### config.mk
export PLATFORM = sky130hd
export DESIGN_NAME = chroma_fir_upsampler
export DESIGN_NICKNAME = d
export VERILOG_FILES = /design/src/rtl/chroma_fir_upsampler.sv
export SDC_FILE = /design/constraint.sdc
export NUM_CORES = 1
export LEC_CHECK = 0
export CAP_MARGIN = 25
export CORE_MARGIN = 3
export CORE_UTILIZATION = 55
export CTS_CLUSTER_DIAMETER = 100
export CTS_CLUSTER_SIZE = 12
export DETAILED_ROUTE_END_ITERATION = 10
export GPL_ROUTABILITY_DRIVEN = 0
export PLACE_DENSITY = 0.73
export SLEW_MARGIN = 20
export SYNTH_ARGS = -nofsm -noshare
export SYNTH_HDL_FRONTEND = slang
export SYNTH_SLANG_ARGS = --single-unit
### constraint.sdc
create_clock -name CLOCK_50_I -period 16.5 [get_ports CLOCK_50_I]
set_clock_uncertainty 0.05 [all_clocks]
set_input_delay 3.3 -clock CLOCK_50_I [delete_from_list [all_inputs] [get_ports CLOCK_50_I]]
set_output_delay 3.3 -clock CLOCK_50_I [all_outputs]
set_load 0.1 [all_outputs]
### src/rtl/chroma_fir_upsampler.sv
// 2x horizontal chroma upsampler: even phase passes u[j], odd phase is a 6-tap symmetric
// FIR with edge replication, computed on one multiplier shared across taps and channels.
module chroma_fir_upsampler #(
    parameter int DATA_W   = 8,
    parameter int CHANNELS = 2,
    parameter int LINE_LEN = 160,
    parameter int C0       = 21,
    parameter int C1       = 52,
    parameter int C2       = 159
) (
    input  logic                       CLOCK_50_I,
    input  logic                       reset,
    input  logic                       in_valid,
    output logic                       in_ready,
    input  logic                       in_sol,
    input  logic [CHANNELS*DATA_W-1:0] in_data,
    output logic                       out_valid,
    input  logic                       out_ready,
    output logic [CHANNELS*DATA_W-1:0] out_even,
    output logic [CHANNELS*DATA_W-1:0] out_odd,
    output logic                       out_eol
);
    localparam int ACC_W = DATA_W + 11;
    localparam int CNT_W = $clog2(LINE_LEN + 1);
    localparam int CH_W  = (CHANNELS > 1) ? $clog2(CHANNELS) : 1;
    localparam logic signed [ACC_W-1:0] ROUND      = {{(ACC_W-9){1'b0}}, 9'd128};
    localparam logic signed [ACC_W-1:0] SAMPLE_MAX = {{(ACC_W-DATA_W){1'b0}}, {DATA_W{1'b1}}};

    localparam logic [2:0] ST_IDLE  = 3'd0;
    localparam logic [2:0] ST_LOAD  = 3'd1;
    localparam logic [2:0] ST_MAC   = 3'd2;
    localparam logic [2:0] ST_OUT   = 3'd3;
    localparam logic [2:0] ST_FLUSH = 3'd4;

    logic [2:0]                state_r, next_state_s;
    logic                      in_ready_r;
    logic [CNT_W-1:0]          rx_cnt_r, rx_inc_s;
    logic [1:0]                flush_cnt_r;
    logic [CH_W-1:0]           mac_ch_r;
    logic [1:0]                mac_tap_r;
    logic signed [ACC_W-1:0]   acc_r, acc_next_s, prod_s, res_s;
    logic [DATA_W:0]           sum_s;
    logic [ACC_W-1:0]          coef_s;
    logic [DATA_W-1:0]         clip_s;
    logic [DATA_W-1:0]         win_r [CHANNELS][6];
    logic                      accept_s, load_sol_s, shift_in_s, out_fire_s, mac_last_s;
    logic                      out_valid_r, out_eol_r;
    logic [CHANNELS*DATA_W-1:0] out_even_r, out_odd_r;

    assign accept_s   = in_valid & in_ready_r;
    assign load_sol_s = accept_s & in_sol;
    assign shift_in_s = accept_s & ~in_sol & (state_r == ST_LOAD);
    assign out_fire_s = out_valid_r & out_ready;
    assign rx_inc_s   = rx_cnt_r + CNT_W'(1'b1);
    assign mac_last_s = (state_r == ST_MAC) && (mac_tap_r == 2'd2) &&
                        (mac_ch_r == CH_W'(CHANNELS - 1));

    // Line-sequencing state machine: next-state decode
    always_comb begin
        next_state_s = state_r;
        case (state_r)
            ST_IDLE: begin
                if (load_sol_s) next_state_s = ST_LOAD;
                else            next_state_s = ST_IDLE;
            end
            ST_LOAD: begin
                if (load_sol_s)                                   next_state_s = ST_LOAD;
                else if (shift_in_s && (rx_inc_s >= CNT_W'(3'd4))) next_state_s = ST_MAC;
                else                                              next_state_s = ST_LOAD;
            end
            ST_MAC: begin
                if (mac_last_s) next_state_s = ST_OUT;
                else            next_state_s = ST_MAC;
            end
            ST_OUT: begin
                if (out_fire_s) begin
                    if (rx_cnt_r < CNT_W'(LINE_LEN)) next_state_s = ST_LOAD;
                    else if (flush_cnt_r < 2'd3)     next_state_s = ST_FLUSH;
                    else                             next_state_s = ST_IDLE;
                end else begin
                    next_state_s = ST_OUT;
                end
            end
            ST_FLUSH: next_state_s = ST_MAC;
            default:  next_state_s = ST_IDLE;
        endcase
    end

    // Tap operand and coefficient selection for the shared multiplier
    always_comb begin
        sum_s  = {(DATA_W+1){1'b0}};
        coef_s = ACC_W'(C0);
        case (mac_tap_r)
            2'd0: begin
                sum_s  = {1'b0, win_r[mac_ch_r][0]} + {1'b0, win_r[mac_ch_r][5]};
                coef_s = ACC_W'(C0);
            end
            2'd1: begin
                sum_s  = {1'b0, win_r[mac_ch_r][1]} + {1'b0, win_r[mac_ch_r][4]};
                coef_s = ACC_W'(C1);
            end
            2'd2: begin
                sum_s  = {1'b0, win_r[mac_ch_r][2]} + {1'b0, win_r[mac_ch_r][3]};
                coef_s = ACC_W'(C2);
            end
            default: begin
                sum_s  = {(DATA_W+1){1'b0}};
                coef_s = ACC_W'(C0);
            end
        endcase
        prod_s = $signed({{(ACC_W-DATA_W-1){1'b0}}, sum_s} * coef_s);
    end

    // Accumulate step; the outer taps carry the rounding constant, the middle pair subtracts
    always_comb begin
        acc_next_s = acc_r;
        case (mac_tap_r)
            2'd0:    acc_next_s = prod_s + ROUND;
            2'd1:    acc_next_s = acc_r - prod_s;
            2'd2:    acc_next_s = acc_r + prod_s;
            default: acc_next_s = acc_r;
        endcase
        res_s = acc_next_s >>> 4'd8;
        if (res_s[ACC_W-1])           clip_s = {DATA_W{1'b0}};
        else if (res_s > SAMPLE_MAX)  clip_s = {DATA_W{1'b1}};
        else                          clip_s = res_s[DATA_W-1:0];
    end

    // Control registers: state, advertised ready, line counters, MAC sequencing
    always_ff @(posedge CLOCK_50_I or posedge reset) begin
        if (reset) begin
            state_r     <= ST_IDLE;
            in_ready_r  <= 1'b0;
            rx_cnt_r    <= {CNT_W{1'b0}};
            flush_cnt_r <= 2'd0;
            mac_ch_r    <= {CH_W{1'b0}};
            mac_tap_r   <= 2'd0;
            acc_r       <= {ACC_W{1'b0}};
        end else begin
            state_r    <= next_state_s;
            in_ready_r <= (next_state_s == ST_IDLE) || (next_state_s == ST_LOAD);
            if (load_sol_s) begin
                rx_cnt_r    <= CNT_W'(1'b1);
                flush_cnt_r <= 2'd0;
            end else if (shift_in_s) begin
                rx_cnt_r <= rx_inc_s;
            end else if (state_r == ST_FLUSH) begin
                flush_cnt_r <= flush_cnt_r + 2'd1;
            end else if (out_fire_s && (next_state_s == ST_IDLE)) begin
                rx_cnt_r    <= {CNT_W{1'b0}};
                flush_cnt_r <= 2'd0;
            end
            if (state_r == ST_MAC) begin
                acc_r <= acc_next_s;
                if (mac_tap_r == 2'd2) begin
                    mac_tap_r <= 2'd0;
                    mac_ch_r  <= mac_last_s ? {CH_W{1'b0}} : mac_ch_r + CH_W'(1'b1);
                end else begin
                    mac_tap_r <= mac_tap_r + 2'd1;
                end
            end else begin
                mac_ch_r  <= {CH_W{1'b0}};
                mac_tap_r <= 2'd0;
            end
        end
    end

    // Sample windows: start of line replicates sample 0; flush replicates the last sample
    always_ff @(posedge CLOCK_50_I or posedge reset) begin
        if (reset) begin
            for (int c = 0; c < CHANNELS; c++)
                for (int k = 0; k < 6; k++)
                    win_r[c][k] <= {DATA_W{1'b0}};
        end else begin
            for (int c = 0; c < CHANNELS; c++) begin
                if (load_sol_s) begin
                    for (int k = 0; k < 6; k++)
                        win_r[c][k] <= in_data[c*DATA_W +: DATA_W];
                end else if (shift_in_s || (state_r == ST_FLUSH)) begin
                    for (int k = 0; k < 5; k++)
                        win_r[c][k] <= win_r[c][k+1];
                    win_r[c][5] <= shift_in_s ? in_data[c*DATA_W +: DATA_W] : win_r[c][5];
                end
            end
        end
    end

    // Output pair registers, held until the downstream handshake
    always_ff @(posedge CLOCK_50_I or posedge reset) begin
        if (reset) begin
            out_valid_r <= 1'b0;
            out_eol_r   <= 1'b0;
            out_even_r  <= {(CHANNELS*DATA_W){1'b0}};
            out_odd_r   <= {(CHANNELS*DATA_W){1'b0}};
        end else begin
            if ((state_r == ST_MAC) && (mac_tap_r == 2'd2)) begin
                out_odd_r[mac_ch_r*DATA_W +: DATA_W]  <= clip_s;
                out_even_r[mac_ch_r*DATA_W +: DATA_W] <= win_r[mac_ch_r][2];
            end
            if (mac_last_s) begin
                out_valid_r <= 1'b1;
                out_eol_r   <= (flush_cnt_r == 2'd3);
            end else if (out_fire_s) begin
                out_valid_r <= 1'b0;
                out_eol_r   <= 1'b0;
            end
        end
    end

    assign in_ready  = in_ready_r;
    assign out_valid = out_valid_r;
    assign out_eol   = out_eol_r;
    assign out_even  = out_even_r;
    assign out_odd   = out_odd_r;
endmodule

==> results.cfg <==
[outcome]
status = finished, final reports clean

[min_path]
min_to = state_r[0]
min_from = state_r[2]
hold_depth = 1
worst_hold_path_type = reg2reg

[run]
maxCapViolCount = 0

[route]
vias_per_cell = 5.89
first_pass_iters = 6
drtIter0Drc = 734
num_vias = 10300
routed_wl_mm = 29.8
wire_per_inst_um = 17.1
antenna_left = 0
drc = 0

[synth]
syn_inst = 1397
async_flop_share_pct = 100
yosysMostFrequentCell = dfrtp_1
synth_top_family_by_area = compound AO/OA/AOI/OAI gates
yosys.area_share.xor_xnor_pct = 3.92
synth_ff_type = dfrtp_1
synth.avg_cell_area_um2 = 9.20
synth.top_cell.area_share_pct = 32.3
synth_common_cells = dfrtp_1 (166), nand2_1 (144), a21oi_1 (134)
ys_ff_latch = 166
synth.area.top_cells = dfrtp_1 (32%), ha_1 (9.7%), mux2_2 (6.9%), fa_1 (5.9%), a21oi_1 (5.2%)
synth_compound_area_share_pct = 21.2
synth-simple-area-share_pct = 14.0
yosysSeqAreaShare_pct = 32.3
yosys.area.top_type = dfrtp_1
synth_edf_count = 0
synth_warnings = 0
synth_area_um2 = 12800
yosys.cell_types.count = 88
synth_mux_area_share_pct = 7.63
synth_fp_nets = 1556
synth_fa_ha_area_share_pct = 15.7

[critical_path]
cp.arrival_ns = 10.98
crit_path_max_incr_delay_ns = 0.63
critPathMostFrequentCell = fa_1
cp_max_fo = 36
rr_startpoint = mac_ch_r
slowest_stage = dfrtp_2
worstSetupStartpointType = flip-flop
rr_endpoint = out_odd[5]
r2r_cells = 35
end_kind = flip-flop
crit_required_ns = 16.73
crit_type = reg2reg
regToRegSetupSlack_ns = 5.75

[floorplan]
die-area_um2 = 25200
die_h_um = 159
rows = 55
start_util_pct = 56.4
fp.dieW_um = 159
core-area_um2 = 22800
io_pins = 56

[sta]
drv_slew = 0
finalHoldViolations = 0
worst_slew_pin_slew_ns = 1.03
finalSetupViolations = 0
fmax_mhz = 93.0
fin_setup_tns_ns = 0
slew_headroom_pct = 31.4
rsz0062_at_grt = false
period_share_pct = 65.2
period_needed_ns = 10.75

[placement]
io_buffers = 55
dp_hpwl_mm = 21.9

[finish]
drive_gt1_share_pct = 12.4
num-nets-final = 1575
num-fill-cells = 1912
area_growth_pct = 10.9
n_antenna_cell = 0

[grt]
grt_first_pass_wirelength_mm = 50.5
grt_pass1_vias = 10300
antenna_found_initial = 0
track_usage_pct = 23.8
gr-total-overflow = 0
grt_max_degree = 132

[clock_tree]
cts_hold_buffers = 0
cts-root-buf = clkbuf_16
clkTransAtPathRegs_ns = 0.07
cts_buffers = 17
postCtsResizedCells = 0
clkLatencyLatePin_ns = 0.43
htree_levels = 4
cts_sinks = 166
clk_path_buf_depth = 2
cts_tree = yes
cts_setup_buffers = 0
## cells by family (layout without fill, tap and decap cells)
group / after synthesis / count (layout)
buffers and inverters: 172 / 204
muxes: 88 / 88
AOI/OAI and AO/OA: 409 / 409
adders and majority gates: 138 / 138
xor gates and xnor gates: 55 / 55
DFF: 166 / 166
and+or+nand+nor: 369 / 369
## through the flow
| step | util, % | setup WS [ns] | hold slack (ns) | cell area (um2) | instances |
|---|---|---|---|---|---|
| 3_3_place_gp | 59.7 | 5.73 | 0.408 | 13600 | 1708 |
| 4_1_cts | 62.5 | 5.79 | 0.428 | 14200 | 1742 |
| 3_5_place_dp | 59.9 | 5.83 | 0.421 | 13600 | 1710 |
| 5_1_grt | 62.6 | 5.08 | 0.452 | 14300 | 1742 |
| 6_report | 62.6 | 5.75 | 0.432 | 14300 | 1742 |
| 2_1_floorplan | - | 6.44 | 0.394 | 12800 | 1397 |
## routing by layer
metal  track usage (%)  vias to the layer above  share of wire (%)
met3              3.76                       46                4.2
met2              42.0                      261                 50
met4              6.69                        0                1.7
met1              30.3                     4965                 44
li1                  -                     4991                  -
met5                 0                        -                  0
## final cells by class
type	instances	area [um2]	area share [%]
well taps	313	392	2.75
inverters	107	407	2.85
multi-input cells	1059	8040	56.4
repair buffers	65	649	4.56
clock buffers	19	453	3.18
flip-flops and latches	166	4160	29.2
clock inverters	13	159	1.12
## cells in the final DEF, fill, tap and decap left out, drive strengths merged, types with 11 or more instances in the layout
cell	n
dfrtp	166
nand2	145
a21oi	136
o21ai	132
inv	112
ha	100
mux2	79
nor2	63
clkdlybuf4s50	55
xnor2	43
fa	38
and2	35
o31ai	29
nor3	24
nand3	24
clkbuf	19
a21o	11
nand2b	11
xor2	11
nor2b	11
a211oi	11
## worst max path at each step
stage	start	endpoint	slack, ns	depth (start not counted)
2_1_floorplan	mac_ch_r	out_odd[14]	6.44	42
3_3_place_gp	mac_ch_r	out_odd[3]	5.73	36
3_5_place_dp	mac_ch_r	out_odd[6]	5.83	35
4_1_cts	mac_ch_r	out_odd[6]	5.79	35
5_1_grt	mac_ch_r	out_odd[4]	5.08	35
6_report	mac_ch_r	out_odd[5]	5.75	35
## worst max-delay path, delay by kind of cell, from the launching register on
kind                       cells  cell delay, ns
AOI/OAI and AO/OA             13            3.60
xor gates and xnor gates       1            0.19
adders and majority gates      7            3.18
buffers and inverters          3            0.36
DFF                            1            0.63
muxes                          1            0.37
and+or+nand+nor               10            2.22
## sequential cells by signal, summed over array words and instances, names as in the netlist
name         cells
acc_r           19
flush_cnt_r      2
out_eol          1
win_r           96
mac_ch_r         1
state_r          3
out_odd         16
mac_tap_r        2
out_valid        1
out_even        16
rx_cnt_r         8
in_ready         1
Power is left out: the tool's default activity adds up to more than one toggle a clock period on the data nets, which glitch-free logic cannot reach.
